<file path="src/rtl/axi4l_pkg.sv">
`default_nettype none
// ============================================================================
//  Module      : axi4l_pkg
//  Description : Shared types and constants for the AXI4-Lite initiator.
//  Revision    : 1.0 - initial release
// ============================================================================
package axi4l_pkg;

    // AXI4-Lite BRESP/RRESP encodings
    typedef enum logic [1:0] {
        OKAY   = 2'b00,
        EXOKAY = 2'b01,
        SLVERR = 2'b10,
        DECERR = 2'b11
    } resp_t;

    // Initiator control states
    typedef enum logic [2:0] {
        ST_IDLE    = 3'd0,
        ST_WR_REQ  = 3'd1,
        ST_WR_RESP = 3'd2,
        ST_RD_REQ  = 3'd3,
        ST_RD_RESP = 3'd4,
        ST_RESP    = 3'd5,
        ST_FAULT   = 3'd6
    } master_state_t;

    // Unprivileged, secure, data access
    localparam logic [2:0] AXI_PROT_DEFAULT = 3'b000;

endpackage : axi4l_pkg
`default_nettype wire

</file>
<file path="src/rtl/axi4l_master_if.sv">
`default_nettype none
// ============================================================================
//  Module      : axi4l_master_if
//  Description : AXI4-Lite bus bundle with initiator and target views.
//  Revision    : 1.0 - initial release
// ============================================================================
interface axi4l_master_if #(
    parameter int ADDR_WIDTH = 32,
    parameter int DATA_WIDTH = 32
) ();

    logic [ADDR_WIDTH-1:0]   awaddr;
    logic [2:0]              awprot;
    logic                    awvalid;
    logic                    awready;

    logic [DATA_WIDTH-1:0]   wdata;
    logic [DATA_WIDTH/8-1:0] wstrb;
    logic                    wvalid;
    logic                    wready;

    logic [1:0]              bresp;
    logic                    bvalid;
    logic                    bready;

    logic [ADDR_WIDTH-1:0]   araddr;
    logic [2:0]              arprot;
    logic                    arvalid;
    logic                    arready;

    logic [DATA_WIDTH-1:0]   rdata;
    logic [1:0]              rresp;
    logic                    rvalid;
    logic                    rready;

    modport master (
        output awaddr, awprot, awvalid, input awready,
        output wdata, wstrb, wvalid,    input wready,
        input  bresp, bvalid,           output bready,
        output araddr, arprot, arvalid, input arready,
        input  rdata, rresp, rvalid,    output rready
    );

    modport slave (
        input  awaddr, awprot, awvalid, output awready,
        input  wdata, wstrb, wvalid,    output wready,
        output bresp, bvalid,           input bready,
        input  araddr, arprot, arvalid, output arready,
        output rdata, rresp, rvalid,    input rready
    );

endinterface : axi4l_master_if
`default_nettype wire

</file>
<file path="src/rtl/axi4l_master.sv">
`default_nettype none
// ============================================================================
//  Module      : axi4l_master
//  Description : Single-outstanding AXI4-Lite initiator. Turns valid/ready
//                commands into AXI reads/writes and returns one response
//                per command. All outputs are registered.
//  Revision    : 1.0 - initial release
// ============================================================================
module axi4l_master
    import axi4l_pkg::*;
#(
    parameter int ADDR_WIDTH     = 32,
    parameter int DATA_WIDTH     = 32,
    parameter int TIMEOUT_CYCLES = 1024
) (
    input  wire logic                    clk,
    input  wire logic                    rstn,

    input  wire logic                    cmd_valid,
    output logic                         cmd_ready,
    input  wire logic                    cmd_write,
    input  wire logic [ADDR_WIDTH-1:0]   cmd_addr,
    input  wire logic [DATA_WIDTH-1:0]   cmd_wdata,
    input  wire logic [DATA_WIDTH/8-1:0] cmd_wstrb,

    output logic                         rsp_valid,
    input  wire logic                    rsp_ready,
    output logic [DATA_WIDTH-1:0]        rsp_rdata,
    output logic [1:0]                   rsp_resp,
    output logic                         rsp_timeout,

    axi4l_master_if.master               axi
);

    localparam int STRB_WIDTH = DATA_WIDTH / 8;
    // Counter only has to reach TIMEOUT_CYCLES-1
    localparam int CNT_WIDTH  = (TIMEOUT_CYCLES > 1) ? $clog2(TIMEOUT_CYCLES) : 1;
    localparam logic [CNT_WIDTH-1:0] WD_LAST = CNT_WIDTH'(TIMEOUT_CYCLES - 1);

    if (DATA_WIDTH != 32 && DATA_WIDTH != 64) begin : g_bad_data_width
        $error("axi4l_master: DATA_WIDTH must be 32 or 64");
    end

    master_state_t          state_q, state_d;
    logic                   cmd_ready_q, cmd_ready_d;
    logic                   awvalid_q, awvalid_d;
    logic                   wvalid_q, wvalid_d;
    logic                   bready_q, bready_d;
    logic                   arvalid_q, arvalid_d;
    logic                   rready_q, rready_d;
    logic                   aw_done_q, aw_done_d;
    logic                   w_done_q, w_done_d;
    logic [ADDR_WIDTH-1:0]  addr_q, addr_d;
    logic [DATA_WIDTH-1:0]  wdata_q, wdata_d;
    logic [STRB_WIDTH-1:0]  wstrb_q, wstrb_d;
    logic                   rsp_valid_q, rsp_valid_d;
    logic [DATA_WIDTH-1:0]  rsp_rdata_q, rsp_rdata_d;
    logic [1:0]             rsp_resp_q, rsp_resp_d;
    logic                   rsp_timeout_q, rsp_timeout_d;
    logic [CNT_WIDTH-1:0]   wd_cnt_q, wd_cnt_d;

    logic                   aw_hs, w_hs, wd_expired;

    assign aw_hs      = awvalid_q && axi.awready;
    assign w_hs       = wvalid_q && axi.wready;
    assign wd_expired = (TIMEOUT_CYCLES != 0) && (wd_cnt_q == WD_LAST);

    // Next-state and next-output computation; every register holds by default
    always_comb begin
        state_d       = state_q;
        cmd_ready_d   = cmd_ready_q;
        awvalid_d     = awvalid_q;
        wvalid_d      = wvalid_q;
        bready_d      = bready_q;
        arvalid_d     = arvalid_q;
        rready_d      = rready_q;
        aw_done_d     = aw_done_q;
        w_done_d      = w_done_q;
        addr_d        = addr_q;
        wdata_d       = wdata_q;
        wstrb_d       = wstrb_q;
        rsp_valid_d   = rsp_valid_q;
        rsp_rdata_d   = rsp_rdata_q;
        rsp_resp_d    = rsp_resp_q;
        rsp_timeout_d = rsp_timeout_q;
        wd_cnt_d      = wd_cnt_q;

        case (state_q)
            ST_IDLE: begin
                cmd_ready_d = 1'b1;
                if (cmd_valid && cmd_ready_q) begin
                    cmd_ready_d = 1'b0;
                    addr_d      = cmd_addr;
                    wdata_d     = cmd_wdata;
                    wstrb_d     = cmd_wstrb;
                    if (cmd_write) begin
                        awvalid_d = 1'b1;
                        wvalid_d  = 1'b1;
                        aw_done_d = 1'b0;
                        w_done_d  = 1'b0;
                        state_d   = ST_WR_REQ;
                    end else begin
                        arvalid_d = 1'b1;
                        state_d   = ST_RD_REQ;
                    end
                end
            end

            // AW and W retire independently; no watchdog since VALID cannot be withdrawn
            ST_WR_REQ: begin
                if (aw_hs) begin
                    awvalid_d = 1'b0;
                    aw_done_d = 1'b1;
                end
                if (w_hs) begin
                    wvalid_d = 1'b0;
                    w_done_d = 1'b1;
                end
                if ((aw_done_q || aw_hs) && (w_done_q || w_hs)) begin
                    bready_d = 1'b1;
                    wd_cnt_d = '0;
                    state_d  = ST_WR_RESP;
                end
            end

            ST_WR_RESP: begin
                if (axi.bvalid && bready_q) begin
                    bready_d      = 1'b0;
                    rsp_valid_d   = 1'b1;
                    rsp_resp_d    = axi.bresp;
                    rsp_rdata_d   = '0;
                    rsp_timeout_d = 1'b0;
                    state_d       = ST_RESP;
                end else if (wd_expired) begin
                    bready_d      = 1'b0;
                    rsp_valid_d   = 1'b1;
                    rsp_resp_d    = SLVERR;
                    rsp_rdata_d   = '0;
                    rsp_timeout_d = 1'b1;
                    state_d       = ST_RESP;
                end else begin
                    wd_cnt_d = wd_cnt_q + CNT_WIDTH'(1);
                end
            end

            ST_RD_REQ: begin
                if (arvalid_q && axi.arready) begin
                    arvalid_d = 1'b0;
                    rready_d  = 1'b1;
                    wd_cnt_d  = '0;
                    state_d   = ST_RD_RESP;
                end
            end

            ST_RD_RESP: begin
                if (axi.rvalid && rready_q) begin
                    rready_d      = 1'b0;
                    rsp_valid_d   = 1'b1;
                    rsp_resp_d    = axi.rresp;
                    rsp_rdata_d   = axi.rdata;
                    rsp_timeout_d = 1'b0;
                    state_d       = ST_RESP;
                end else if (wd_expired) begin
                    rready_d      = 1'b0;
                    rsp_valid_d   = 1'b1;
                    rsp_resp_d    = SLVERR;
                    rsp_rdata_d   = '0;
                    rsp_timeout_d = 1'b1;
                    state_d       = ST_RESP;
                end else begin
                    wd_cnt_d = wd_cnt_q + CNT_WIDTH'(1);
                end
            end

            // Payload held stable until consumed; a timed-out transaction locks the port
            ST_RESP: begin
                if (rsp_ready) begin
                    rsp_valid_d = 1'b0;
                    if (rsp_timeout_q) begin
                        state_d = ST_FAULT;
                    end else begin
                        cmd_ready_d = 1'b1;
                        state_d     = ST_IDLE;
                    end
                end
            end

            // A late B/R beat could still arrive; refuse new work until reset
            ST_FAULT: begin
                cmd_ready_d = 1'b0;
            end

            default: begin
                state_d = ST_IDLE;
            end
        endcase
    end

    // State and registered-output flops with asynchronous clear
    always_ff @(posedge clk or negedge rstn) begin
        if (!rstn) begin
            state_q       <= ST_IDLE;
            cmd_ready_q   <= 1'b0;
            awvalid_q     <= 1'b0;
            wvalid_q      <= 1'b0;
            bready_q      <= 1'b0;
            arvalid_q     <= 1'b0;
            rready_q      <= 1'b0;
            aw_done_q     <= 1'b0;
            w_done_q      <= 1'b0;
            addr_q        <= '0;
            wdata_q       <= '0;
            wstrb_q       <= '0;
            rsp_valid_q   <= 1'b0;
            rsp_rdata_q   <= '0;
            rsp_resp_q    <= 2'b00;
            rsp_timeout_q <= 1'b0;
            wd_cnt_q      <= '0;
        end else begin
            state_q       <= state_d;
            cmd_ready_q   <= cmd_ready_d;
            awvalid_q     <= awvalid_d;
            wvalid_q      <= wvalid_d;
            bready_q      <= bready_d;
            arvalid_q     <= arvalid_d;
            rready_q      <= rready_d;
            aw_done_q     <= aw_done_d;
            w_done_q      <= w_done_d;
            addr_q        <= addr_d;
            wdata_q       <= wdata_d;
            wstrb_q       <= wstrb_d;
            rsp_valid_q   <= rsp_valid_d;
            rsp_rdata_q   <= rsp_rdata_d;
            rsp_resp_q    <= rsp_resp_d;
            rsp_timeout_q <= rsp_timeout_d;
            wd_cnt_q      <= wd_cnt_d;
        end
    end

    assign cmd_ready   = cmd_ready_q;
    assign rsp_valid   = rsp_valid_q;
    assign rsp_rdata   = rsp_rdata_q;
    assign rsp_resp    = rsp_resp_q;
    assign rsp_timeout = rsp_timeout_q;

    assign axi.awaddr  = addr_q;
    assign axi.awprot  = AXI_PROT_DEFAULT;
    assign axi.awvalid = awvalid_q;
    assign axi.wdata   = wdata_q;
    assign axi.wstrb   = wstrb_q;
    assign axi.wvalid  = wvalid_q;
    assign axi.bready  = bready_q;
    assign axi.araddr  = addr_q;
    assign axi.arprot  = AXI_PROT_DEFAULT;
    assign axi.arvalid = arvalid_q;
    assign axi.rready  = rready_q;

endmodule : axi4l_master
`default_nettype wire

</file>
<file path="src/flat_wrapper.sv">
// flat-port wrapper written by rule: the top's interface ports become plain ports
module axi4l_master_flat import axi4l_pkg::*;
#(
    parameter int ADDR_WIDTH     = 32,
    parameter int DATA_WIDTH     = 32,
    parameter int TIMEOUT_CYCLES = 1024
)
  (clk, rstn, cmd_valid, cmd_ready, cmd_write, cmd_addr, cmd_wdata, cmd_wstrb, rsp_valid, rsp_ready, rsp_rdata, rsp_resp, rsp_timeout, axi_awaddr, axi_awprot, axi_awvalid, axi_awready, axi_wdata, axi_wstrb, axi_wvalid, axi_wready, axi_bresp, axi_bvalid, axi_bready, axi_araddr, axi_arprot, axi_arvalid, axi_arready, axi_rdata, axi_rresp, axi_rvalid, axi_rready);
  axi4l_master_if #(.ADDR_WIDTH(ADDR_WIDTH), .DATA_WIDTH(DATA_WIDTH)) axi_i ();
  input  wire logic clk;
  input  wire logic rstn;
  input  wire logic cmd_valid;
  output logic cmd_ready;
  input  wire logic cmd_write;
  input  wire logic [ADDR_WIDTH-1:0] cmd_addr;
  input  wire logic [DATA_WIDTH-1:0] cmd_wdata;
  input  wire logic [DATA_WIDTH/8-1:0] cmd_wstrb;
  output logic rsp_valid;
  input  wire logic rsp_ready;
  output logic [DATA_WIDTH-1:0] rsp_rdata;
  output logic [1:0] rsp_resp;
  output logic rsp_timeout;
  output wire logic [$bits(axi_i.awaddr)-1:0] axi_awaddr;
  output wire logic [$bits(axi_i.awprot)-1:0] axi_awprot;
  output wire logic [$bits(axi_i.awvalid)-1:0] axi_awvalid;
  input wire logic [$bits(axi_i.awready)-1:0] axi_awready;
  output wire logic [$bits(axi_i.wdata)-1:0] axi_wdata;
  output wire logic [$bits(axi_i.wstrb)-1:0] axi_wstrb;
  output wire logic [$bits(axi_i.wvalid)-1:0] axi_wvalid;
  input wire logic [$bits(axi_i.wready)-1:0] axi_wready;
  input wire logic [$bits(axi_i.bresp)-1:0] axi_bresp;
  input wire logic [$bits(axi_i.bvalid)-1:0] axi_bvalid;
  output wire logic [$bits(axi_i.bready)-1:0] axi_bready;
  output wire logic [$bits(axi_i.araddr)-1:0] axi_araddr;
  output wire logic [$bits(axi_i.arprot)-1:0] axi_arprot;
  output wire logic [$bits(axi_i.arvalid)-1:0] axi_arvalid;
  input wire logic [$bits(axi_i.arready)-1:0] axi_arready;
  input wire logic [$bits(axi_i.rdata)-1:0] axi_rdata;
  input wire logic [$bits(axi_i.rresp)-1:0] axi_rresp;
  input wire logic [$bits(axi_i.rvalid)-1:0] axi_rvalid;
  output wire logic [$bits(axi_i.rready)-1:0] axi_rready;
  assign axi_awaddr = axi_i.awaddr;
  assign axi_awprot = axi_i.awprot;
  assign axi_awvalid = axi_i.awvalid;
  assign axi_i.awready = axi_awready;
  assign axi_wdata = axi_i.wdata;
  assign axi_wstrb = axi_i.wstrb;
  assign axi_wvalid = axi_i.wvalid;
  assign axi_i.wready = axi_wready;
  assign axi_i.bresp = axi_bresp;
  assign axi_i.bvalid = axi_bvalid;
  assign axi_bready = axi_i.bready;
  assign axi_araddr = axi_i.araddr;
  assign axi_arprot = axi_i.arprot;
  assign axi_arvalid = axi_i.arvalid;
  assign axi_i.arready = axi_arready;
  assign axi_i.rdata = axi_rdata;
  assign axi_i.rresp = axi_rresp;
  assign axi_i.rvalid = axi_rvalid;
  assign axi_rready = axi_i.rready;
  axi4l_master #(.ADDR_WIDTH(ADDR_WIDTH), .DATA_WIDTH(DATA_WIDTH), .TIMEOUT_CYCLES(TIMEOUT_CYCLES)) u_core (.clk(clk), .rstn(rstn), .cmd_valid(cmd_valid), .cmd_ready(cmd_ready), .cmd_write(cmd_write), .cmd_addr(cmd_addr), .cmd_wdata(cmd_wdata), .cmd_wstrb(cmd_wstrb), .rsp_valid(rsp_valid), .rsp_ready(rsp_ready), .rsp_rdata(rsp_rdata), .rsp_resp(rsp_resp), .rsp_timeout(rsp_timeout), .axi(axi_i));
endmodule
</file>
<file path="config.mk">
export PLATFORM = sky130hd
export DESIGN_NAME = axi4l_master_flat
export DESIGN_NICKNAME = d
export VERILOG_FILES = /design/src/rtl/axi4l_pkg.sv /design/src/rtl/axi4l_master_if.sv /design/src/rtl/axi4l_master.sv /design/src/flat_wrapper.sv
export SDC_FILE = /design/constraint.sdc
export NUM_CORES = 1
export LEC_CHECK = 0
export BUFFER_PORTS_ARGS = -buffer_cell sky130_fd_sc_hd__buf_2
export CAP_MARGIN = 20
export CORE_MARGIN = 3
export CORE_UTILIZATION = 45
export CTS_CLUSTER_SIZE = 8
export DETAILED_ROUTE_END_ITERATION = 10
export PLACE_DENSITY = 0.78
export SLEW_MARGIN = 25
export SYNTH_ARGS = -nofsm -noshare
export SYNTH_HDL_FRONTEND = slang
export SYNTH_SLANG_ARGS = --single-unit
</file>
<file path="constraint.sdc">
create_clock -name clk -period 3.84 [get_ports clk]
set_input_delay 0.768 -clock clk [delete_from_list [all_inputs] [get_ports clk]]
set_output_delay 0.768 -clock clk [all_outputs]
set_load 0.01 [all_outputs]
</file>
==> results by group, run 1 <==
STA
  – Slew HR: 0.626
  – Setup violations, final: 0
  – Pins over their slew limit: 0
  – Fin Hold WS: 296 ps
  – Clk_skew: between 10 and 15 ps
  – Fin crit period: 2190 ps
  – Final Hold Fails: 0
  – Setup TNS: 0 ps
  – Final period util: 0.570
  – Worst-margin pin slew: 560 ps
  – RSZ-0062 raised after global routing: no
  – Max Fclk: 457 MHz

Die
  – Rows: 39
  – Total die area: about 0.013 mm²
  – Die X: 116 µm
  – # IOs: 262
  – Initial core utilization: 0.467
  – Die Y: 116 µm
  – Core Area: 0.0116 mm²

Power
  – Switch share: 0.344
  – Combinational share of power: 0.370
  – Internal power: about 4300 µW
  – Max IR drop VDD: 0.000532 V
  – NetSw: ~2300 µW
  – Register share of total power: 0.363
  – Leakage: 0.00369 µW
  – Clock power frac: 0.267
  – Power Dens Cells: 911 mW/mm²

Final layout
  – Layout cells sized above 1: 0.553
  – Ant. Diodes: 0
  – Fin cells: 796
  – NumNets Final: 755
  – Filler Cell Count: 932
  – Area delta synth->final: 32.3%
  – Core Util, Final: 0.618

Global route
  – Vias in the first global route: between 4000 and 5000
  – First-pass GRT wire length: a little under 20 mm
  – Largest net degree at the start of global routing: 70
  – Antenna violations before repair: 0
  – Grt total ovfl: 0
  – GRT Total Usage: 0.189

Routing
  – Routed WL: 13.1 mm
  – Drt initial violations: 277
  – Detailed-route via count: roughly 4200
  – Vias per cell: between 5 and 6
  – First-pass iteration count of the detailed router: 5
  – Detail Route met2 WL: 6.94 mm
  – DRC errors left: 0
  – Met1 wire length: 5.11 mm
  – Avg WL per Cell: 16.5 µm
  – Top layer in use: met4
  – Routed Antenna Nets: 0
  – Met3 wire len: ~780 µm

Synthesis
  – Ys async rst share: 1.00
  – Commonest cells in the netlist: dfrtp_1 (125), mux2_2 (62), buf_4 (40), a22o_1 (33), a21oi_1 (18)
  – Top FF cell, synth: dfrtp_1
  – Post-synth cell types: 52
  – Post-synth EDFFs: 0
  – Yosys top cell area share: 0.577
  – Yosys warns: 0
  – Synth Register Bits: 125
  – Avg Cell Area, Syn: 13.1 µm²
  – Register area share after synthesis: 0.577
  – Most common cell in the synthesized netlist: dfrtp_1
  – Synth area leaders: dfrtp_1 (58%), mux2_2 (13%), buf_4 (5.5%), a22o_1 (5.3%), a21oi_1 (1.7%)
  – Post-Syn Instances: 415
  – Post-Syn Area: about 0.0054 mm²
  – Largest area contributor in the netlist: dfrtp_1

Clock network
  – CTS Root Cell: clkbuf_16
  – Worst-path clk slew: 60 ps
  – Post-CTS Setup Repair Bufs: 0
  – Hold buffer count at cts: 0
  – H-tree levels: 4
  – Clock sinks: 125
  – Clk Latency, worst-skew pair: 410 ps
  – Bufs on Longest Clock Path: 2
  – Post_cts resized: 0
  – CTS tree: yes
  – Number of buffers created by CTS: 17

Critical path
  – Startpoint types: register
  – Critical path required time: 4130 ps
  – Capturing element type of the critical path: register
  – Critical path class: register to register
  – WP buf/inv: 1
  – CP max FO: 34
  – Slowest cell on crit path: dfrtp_1
  – CP max stage delay: about 670 ps
  – Crit-path cells: or3b_1 > a2bb2o_4 > a21oi_2 > buf_4 > a21oi_1 > a221o_1
  – Top delay family on crit path: compound AO/OA/AOI/OAI gates
  – Data arrival time of the critical path: approximately 2500 ps

Placed design
  – RePlAce Congestion: roughly 0.83
  – Dpl hpwl: 9.68 mm
  – Cells after DPL: 764
  – IO buf count: 255

Status
  – Status: complete, no violations

Run
  – Max-cap viol count: 0

Hold path
  – Worst min path class: input port to asynchronous set/reset pin
## power groups by stage
stage,logic [µW],registers [µW],clock network (µW)
6_report,2420,2370,1750
2_1_floorplan,1440,2570,0
3_5_place_dp,2440,2390,0
3_3_place_gp,2390,2350,0
5_1_grt,2650,2460,1850
4_1_cts,2450,2370,1780
## flip-flops by register name, indices dropped and copies added (netlist names), 2 cells and up
signal / cells
u_core.axi.araddr: 32
u_core.wd_cnt_q: 10
u_core.rsp_resp: 2
u_core.axi.wstrb: 4
u_core.rsp_rdata: 32
u_core.axi.wdata: 32
u_core.state_q: 3
## cell type report
type / count / area, µm² / share of cell area
inverters: 7 / 26.3 / 0.00366
flip-flops and latches: 125 / 3130 / 0.436
clock inverters: 14 / 218 / 0.0303
repair buffers: 260 / 1340 / 0.187
clock buffers: 18 / 439 / 0.0612
multi-input cells: 229 / 1850 / 0.257
well taps: 143 / 179 / 0.0249
## per-stage QoR
stage / area, µm² / power (µW) / setup WS, ps
final: 7180 / 6540 / 1650
after global routing: 7180 / 6950 / 1510
after CTS: 7180 / 6610 / 1660
after detailed placement: 6520 / 4830 / 1520
after global placement: 6520 / 4740 / 1590
after floorplan: 5440 / 4010 / 1830
## layer usage
layer / vias up / global-route usage
li1: 1924 / -
met1: 2094 / 0.222
met2: 200 / 0.327
met3: 27 / 0.0527
met4: 0 / 0.0804
met5: - / 0
## worst reg2reg max path, stage by stage, from the launching register on
cell and delay [ps]:
dfrtp_1 670, or3b_1 280, a2bb2o_4 250, a21oi_2 90, buf_4 330, a21oi_1 130, a221o_1 310
## cell families (layout without fill, tap and decap cells)
family                     count (synthesis)  after routing  share of synthesized area
buffers and inverters                     66            299                     0.0865
muxes                                     68             68                      0.141
AOI/OAI and AO/OA                         99             99                      0.135
xor gates and xnor gates                   1              1                    0.00162
DFF                                      125            125                      0.577
other                                      1              6                   0.000691
adders and majority gates                  1              1                    0.00231
and+or+nand+nor                           54             54                     0.0561
## cells in the final DEF (no fill, tap or decap), drive strengths merged, types with 2 or more instances in the layout
master / n
a21oi: 19
a221o: 2
a22o: 33
a31oi: 2
a32oi: 2
a41oi: 3
and2: 2
and3: 4
buf: 260
bufinv: 5
clkbuf: 18
clkinv: 6
clkinvlp: 3
conb: 6
dfrtp: 125
inv: 7
mux2: 68
nand2: 12
nand3: 7
nand4: 3
nor2: 10
nor2b: 2
nor3: 5
nor3b: 3
o21a: 2
o21ai: 19
o22a: 3
o31ai: 3
or3: 2
## path summary, 6_finish.rpt
kind	slack (ps)	to	start	cells after the start
setup / recovery	1650	u_core.state_q[2]	u_core.state_q[0]	6
hold / removal	300	u_core.rsp_rdata[31]	rstn	1
setup reg to reg	1650	u_core.state_q[2]	u_core.state_q[0]	6
hold reg to reg	480	u_core.axi.wdata[13]	u_core.axi.wdata[13]	1
max in group asynchronous	2820	u_core.axi.araddr[4]	rstn	2
min in group clk	480	u_core.axi.wdata[13]	u_core.axi.wdata[13]	1
Power figures use the tool's default switching activity.
==> inputs of run 2 (changes only) <==
clock period = 2.2 ns   (was 3.84 ns; I/O delays follow)
==> run 2 against run 1 <==
- combinational power rose by 80%
- setup slack got worse by 1500 ps
- fmax up 7.0%
- register-to-register slack lost 1500 ps
==> results by group, run 2 (synthesis gave the netlist of run 1 again) <==
Status
  – Status: complete, no violations

Global route
  – First-pass GRT wire length: 20.4 mm (+3.7%)
  – Grt total ovfl: 0 (unchanged)
  – GRT Total Usage: 0.197 (+0.00758)
  – Largest net degree at the start of global routing: 74 (+5.7%)
  – Vias in the first global route: 4104 (+1.8%)
  – Antenna violations before repair: 0 (unchanged)

Hold path
  – Worst min path class: input port to register
  – Hold path startpoint: cmd_wdata[13]
  – Hold path depth: 2
  – Hold Path Sink: u_core.axi.wdata[13]

Critical path
  – Capturing element type of the critical path: register
  – Reg2reg path depth: 5 (-1)
  – Data arrival time of the critical path: 2360 ps (-110 ps)
  – Critical path class: register to register
  – Startpoint types: register
  – Reg2Reg Setup Slack: 150 ps (-1500 ps)
  – CP max FO: 15 (-56%)
  – R2R Path Start: u_core.state_q[1]
  – Critical path required time: 2510 ps (-1620 ps)
  – Worst r2r dst: u_core.wd_cnt_q[4]

Die
  – Die Y: 116 µm (unchanged)
  – Core Area: 0.0116 mm² (unchanged)
  – # IOs: 262 (unchanged)
  – Initial core utilization: 0.467 (unchanged)
  – Total die area: 0.0134 mm² (unchanged)
  – Rows: 39 (unchanged)
  – Die X: 116 µm (unchanged)

STA
  – Final Hold Fails: 0 (unchanged)
  – Setup TNS: 0 ps (unchanged)
  – Max Fclk: 489 MHz (+7.0%)
  – Clk_skew: 6.73 ps (-3.85 ps)
  – Fin crit period: 2050 ps (-142 ps)
  – RSZ-0062 raised after global routing: no
  – Fin Hold WS: 247 ps (-48.9 ps)
  – Worst-margin pin slew: 618 ps (+58.7 ps)
  – Pins over their slew limit: 0 (unchanged)
  – Setup violations, final: 0 (unchanged)
  – Final period util: 0.930 (+0.360)
  – Slew HR: 0.587 (-0.0392)

Final layout
  – Ant. Diodes: 0 (unchanged)
  – Most common cell after layout, fill and taps aside: buf_2
  – NumNets Final: 760 (+0.66%)
  – Commonest non-fill, non-tap cells in the layout: buf_2 (254), dfrtp_1 (123), mux2_2 (62), a22o_1 (33), a21oi_1 (18)
  – Area delta synth->final: 33.1%
  – Layout cells sized above 1: 0.558 (+0.00492)

Routing
  – DRC errors left: 0 (unchanged)
  – First-pass iteration count of the detailed router: 4 (-1)
  – Detailed-route via count: 4224 (-0.49%)
  – Routed Antenna Nets: 0 (unchanged)
  – Vias per cell: 5.27 (-1.1%)
  – Routed WL: 13.5 mm (+2.9%)
  – Drt initial violations: 282 (+1.8%)
  – Avg WL per Cell: 16.8 µm (+2.3%)

Clock network
  – Worst-path clk slew: 60 ps (about the same)
  – CTS tree: yes
  – Clock sinks: 125 (unchanged)
  – CTS Root Cell: clkbuf_16
  – Bufs on Longest Clock Path: 2 (unchanged)
  – H-tree levels: 4 (unchanged)
  – Number of buffers created by CTS: 17 (unchanged)
  – Clk Latency, worst-skew pair: 410 ps (about the same)

Power
  – Combinational share of power: 0.380 (+0.010)
  – Internal power: 7460 µW (+74%)
  – NetSw: 3990 µW (+77%)
  – Power Dens Cells: 1590 mW/mm² (+74%)
  – Switch share: 0.348 (+0.00418)
  – Max IR drop VDD: 0.000880 V (+65%)
  – Leakage: 0.00370 µW (+0.31%)
  – Clock power frac: 0.260 (-0.007)
  – Register share of total power: 0.360 (-0.003)

Placed design
  – IO buf count: 255 (unchanged)
  – RePlAce Congestion: 0.887 (+6.5%)
  – Dpl hpwl: 9.97 mm (+3.1%)

Run
  – Max-cap viol count: 0 (unchanged)
==> run 2: cell count changes in the layout (fill, tap and decap cells not counted), sizes merged <==
cell	before	now
buf	260	264
bufinv	5	4
clkbuf	18	19
clkinv	6	3
clkinvlp	3	5
dlygate4sd3	0	1
inv	7	8
==> run 2: cell type report <==
cell class	count	area, µm²
fill	948	4400
sequential	125	3130
multi-input combinational	229	1850
timing repair buffer	265	1390
clock buffer	19	453
clock inverter	13	189
tap	143	179
inverter	7	26.3
==> run 2: stage by stage <==
| step | cells | worst slack (ps) | utilization | area (µm²) | total power [µW] |
|---|---|---|---|---|---|
| after floorplan | 420 | 415 | - | 5440 | 7010 |
| after global placement | 768 | 249 | 0.565 | 6560 | 8350 |
| after detailed placement | 768 | 80.3 | 0.565 | 6560 | 8530 |
| after CTS | 801 | 110 | 0.621 | 7210 | 11600 |
| after global routing | 801 | 46.8 | 0.621 | 7220 | 12200 |
| final | 801 | 154 | 0.621 | 7220 | 11500 |
==> run 2: layer usage <==
metal | vias to the layer above | GRT usage | wire length [µm] | part of all wire
met3 | 23 | 0.0533 | 875 | 0.065
li1 | 1932 | - | - | -
met5 | - | 0 | 0 | 0
met2 | 187 | 0.354 | 7370 | 0.55
met1 | 2082 | 0.220 | 5050 | 0.37
met4 | 0 | 0.0828 | 195 | 0.014
==> run 2: critical path, cell delays in order, from the launching register on <==
cell and delay, ps:
dfrtp_1 480, nor3b_1 230, a22oi_1 270, nand3_2 300, or3_4 450, o31ai_1 220
==> run 2: power groups by stage <==
stage | Sequential, µW | Clock [µW] | Combinational (µW)
after global placement | 4070 | 0 | 4280
after floorplan | 4490 | 0 | 2510
after global routing | 4280 | 3140 | 4740
after CTS | 4120 | 3030 | 4400
after detailed placement | 4140 | 0 | 4390
final | 4130 | 2980 | 4350
==> run 2: repair_timing <==
action	in CTS	in global routing
setup buffers	0	0
gates resized for setup	0	2
hold buffers	1	0
setup endpoints to repair	0	6
endpoints found under the hold margin	30	0
==> run 2: worst max-delay path by stage <==
stage	slack (ps)	cells past startpoint	end	start
after floorplan	420	4	u_core.axi.wdata[2]	u_core.state_q[1]
after detailed placement	80	5	u_core.wd_cnt_q[4]	u_core.state_q[2]
after global routing	50	6	u_core.rsp_rdata[20]	u_core.wd_cnt_q[0]
after CTS	110	5	u_core.wd_cnt_q[4]	u_core.state_q[2]
final	150	5	u_core.wd_cnt_q[4]	u_core.state_q[1]
after global placement	250	6	u_core.wd_cnt_q[6]	axi_bvalid
==> inputs of run 3 (changes only) <==
CAP_MARGIN = 30   (was 20)
CORE_UTILIZATION = 42   (was 45)
PLACE_DENSITY = 0.77   (was 0.78)
REMOVE_ABC_BUFFERS = 1   (was not set)
clock period = 1.8 ns   (was 2.2 ns; I/O delays follow)
==> run 3 against run 2 <==
- non-clock buffer count increased by 30
- cell area up 5.5%
- highest routed layer is now met5
- flip-flop and latch count stayed put
- critical path type unchanged
- sequential power is 21% higher
- utilization down 0.27 points
- global-route usage up 1.9 points
- setup slack worse by 130 ps
- sequential share of layout area fell by 2.3 points
- clock-buffer cell count decreased by 2
- fmax grew 15%
- combinational power rose by 37%
- die area grew 6.8%
==> results by group, run 3 (synthesis gave the netlist of run 1 again) <==
Final layout
  – NumNets Final: 790 (+3.9%)
  – Post-route cell area: 0.00762 mm² (+5.5%)
  – Filler Cell Count: 979 (+3.3%)
  – Area delta synth->final: 40.4%
  – Most common cell after layout, fill and taps aside: buf_2
  – Layout cells sized above 1: 0.590 (+0.0324)
  – Commonest non-fill, non-tap cells in the layout: buf_2 (254), dfrtp_1 (124), mux2_2 (61), a22o_1 (33), buf_4 (29)

Placed design
  – IO buf count: 255 (unchanged)
  – Placed cell areas: 0.00680 mm² (+3.6%)
  – Dpl hpwl: 11.8 mm (+19%)
  – RePlAce Congestion: 0.845 (-4.7%)
  – Pre-CTS WS: -41.5 ps (-122 ps)

Clock network
  – Clock sinks: 125 (unchanged)
  – CTS tree: yes
  – Worst-path clk slew: 60 ps (about the same)
  – Clk Latency, worst-skew pair: 410 ps (about the same)
  – Bufs on Longest Clock Path: 2 (unchanged)
  – H-tree levels: 4 (unchanged)
  – CTS Root Cell: clkbuf_16
  – Number of buffers created by CTS: 17 (unchanged)

Critical path
  – R2R Path Start: u_core.state_q[0]
  – Most common cell on crit path: buf_12
  – CP max stage delay: 410 ps (-70 ps)
  – Top delay family on crit path: buffers and inverters
  – Crit-path cells: buf_6 > nor4_4 > buf_4 > buf_12 > buf_12 > mux2_2
  – Setup crit end: u_core.axi.araddr[10]
  – CP max FO: 18 (+3)
  – Cell count along the critical path: 6 (+1)
  – Data arrival time of the critical path: 2060 ps (-300 ps)
  – WP buf/inv: 4 (+4)
  – Slowest cell on crit path: dfrtp_1
  – Worst r2r dst: u_core.axi.araddr[10]
  – Critical path required time: 2090 ps (-420 ps)
  – Worst Setup SP: u_core.state_q[0]
  – Critical path class: register to register
  – Startpoint types: register
  – Reg2Reg Setup Slack: 30 ps (-130 ps)
  – Reg2reg path depth: 6 (+1)
  – Capturing element type of the critical path: register

Power
  – Internal power: 9400 µW (+26%)
  – Register share of total power: 0.344 (-0.016)
  – NetSw: 5130 µW (+29%)
  – Switch share: 0.353 (+0.00482)
  – Combinational share of power: 0.410 (+0.030)
  – Leakage: 0.00392 µW (+5.8%)
  – Max IR drop VDD: 0.000711 V (-19%)
  – Clock power frac: 0.246 (-0.014)
  – Power Dens Cells: 1910 mW/mm² (+20%)

Routing
  – Vias per cell: 5.15 (-2.4%)
  – Avg WL per Cell: 18.4 µm (+9.2%)
  – Detailed-route via count: 4432 (+4.9%)
  – Routed WL: 15.8 mm (+17%)
  – Drt initial violations: 204 (-28%)
  – Routed Antenna Nets: 0 (unchanged)
  – First-pass iteration count of the detailed router: 4 (unchanged)
  – DRC errors left: 0 (unchanged)

STA
  – Fin crit period: 1770 ps (-273 ps)
  – Final period util: 0.985 (+0.0549)
  – Clk_skew: 8.82 ps (+2.09 ps)
  – RSZ-0062 raised after global routing: yes
  – Pins over their slew limit: 0 (unchanged)
  – Setup violations, final: 0 (unchanged)
  – Setup TNS: 0 ps (unchanged)
  – Final Hold Fails: 0 (unchanged)
  – Max Fclk: 564 MHz (+15%)
  – Setup ws final: 26.8 ps (-127 ps)
  – Fin Hold WS: 161 ps (-86.3 ps)

Die
  – Core Area: 0.0123 mm² (+6.0%)
  – Die Y: 120 µm (+3.3%)
  – Rows: 40 (+2.6%)
  – Total die area: 0.0143 mm² (+6.8%)
  – Die X: 120 µm (+3.3%)
  – Initial core utilization: 0.441 (-0.0265)
  – # IOs: 262 (unchanged)

Global route
  – Antenna violations before repair: 5 (+5)
  – Largest net degree at the start of global routing: 40 (-46%)
  – Grt total ovfl: 0 (unchanged)
  – Vias in the first global route: 4481 (+9.2%)
  – GRT Total Usage: 0.216 (+0.0186)
  – First-pass GRT wire length: 23.9 mm (+17%)

Status
  – Status: complete, no violations

Hold path
  – Worst min path class: input port to register

Run
  – Max-cap viol count: 0 (unchanged)
run 3: cell types whose count changed in the layout (fill, tap and decap cells not counted), moves of 3 or more:
cell | previous run | this run
buf_4 | 7 | 29
diode_2 | 0 | 5
clkinv_2 | 1 | 5
clkinvlp_4 | 5 | 1
buf_12 | 3 | 6
buf_6 | 0 | 3
run 3: layer usage:
| layer | GRT usage | wire length, µm | up-vias |
|---|---|---|---|
| met5 | 0 | 13 | - |
| met2 | 0.386 | 8460 | 183 |
| met4 | 0.116 | 599 | 2 |
| met1 | 0.233 | 5970 | 2203 |
| li1 | - | - | 2006 |
| met3 | 0.0561 | 801 | 38 |
run 3: repair_timing:
action,CTS,global route
endpoints found under the setup margin,27,79
resized for setup,4,16
endpoints found under the hold margin,22,0
hold buffers,1,0
gates cloned,0,2
setup buffers,0,6
pin swaps,0,0
run 3: worst reg2reg max path, cell delays in order (launching register included):
cell     delay (ps)
dfrtp_1         410
buf_6           160
nor4_4          240
buf_4           180
buf_12          140
buf_12          170
mux2_2          350
run 3: worst min path at each step:
| stage | start | cells past startpoint | endpoint | slack (ps) |
|---|---|---|---|---|
| global route | cmd_wdata[13] | 2 | u_core.axi.wdata[13] | 150 |
| global placement | rstn | 1 | u_core.axi.araddr[29] | 290 |
| floorplan | rstn | 0 | u_core.aw_done_q | 60 |
| CTS | axi_awready | 2 | u_core.axi.awvalid | 140 |
| detailed placement | rstn | 1 | u_core.axi.araddr[29] | 300 |
| finish | cmd_wdata[13] | 2 | u_core.axi.wdata[13] | 160 |
run 3: final cells by class:
| class | count | area (µm²) | share of cell area |
|---|---|---|---|
| clock buffer | 17 | 425 | 0.0558 |
| timing repair buffer | 295 | 1700 | 0.224 |
| inverter | 7 | 26.3 | 0.00345 |
| antenna | 5 | 12.5 | 0.00164 |
| tap | 168 | 210 | 0.0276 |
| clock inverter | 15 | 196 | 0.0258 |
| multi-input combinational | 229 | 1910 | 0.251 |
| sequential | 125 | 3130 | 0.411 |
run 3: through the flow:
stage	power (µW)	utilization	cells
6_report	14500	0.619	861
5_1_grt	15400	0.618	860
4_1_cts	14400	0.605	848
3_5_place_dp	10800	0.552	815
3_3_place_gp	10600	0.552	815
2_1_floorplan	7890	-	361
run 3: power groups by stage:
stage | clock network, µW | registers, µW | logic [µW]
3_3_place_gp | 0 | 4930 | 5650
2_1_floorplan | 0 | 5780 | 2110
5_1_grt | 3770 | 5180 | 6410
6_report | 3570 | 5000 | 5960
4_1_cts | 3630 | 4980 | 5810
3_5_place_dp | 0 | 5020 | 5770
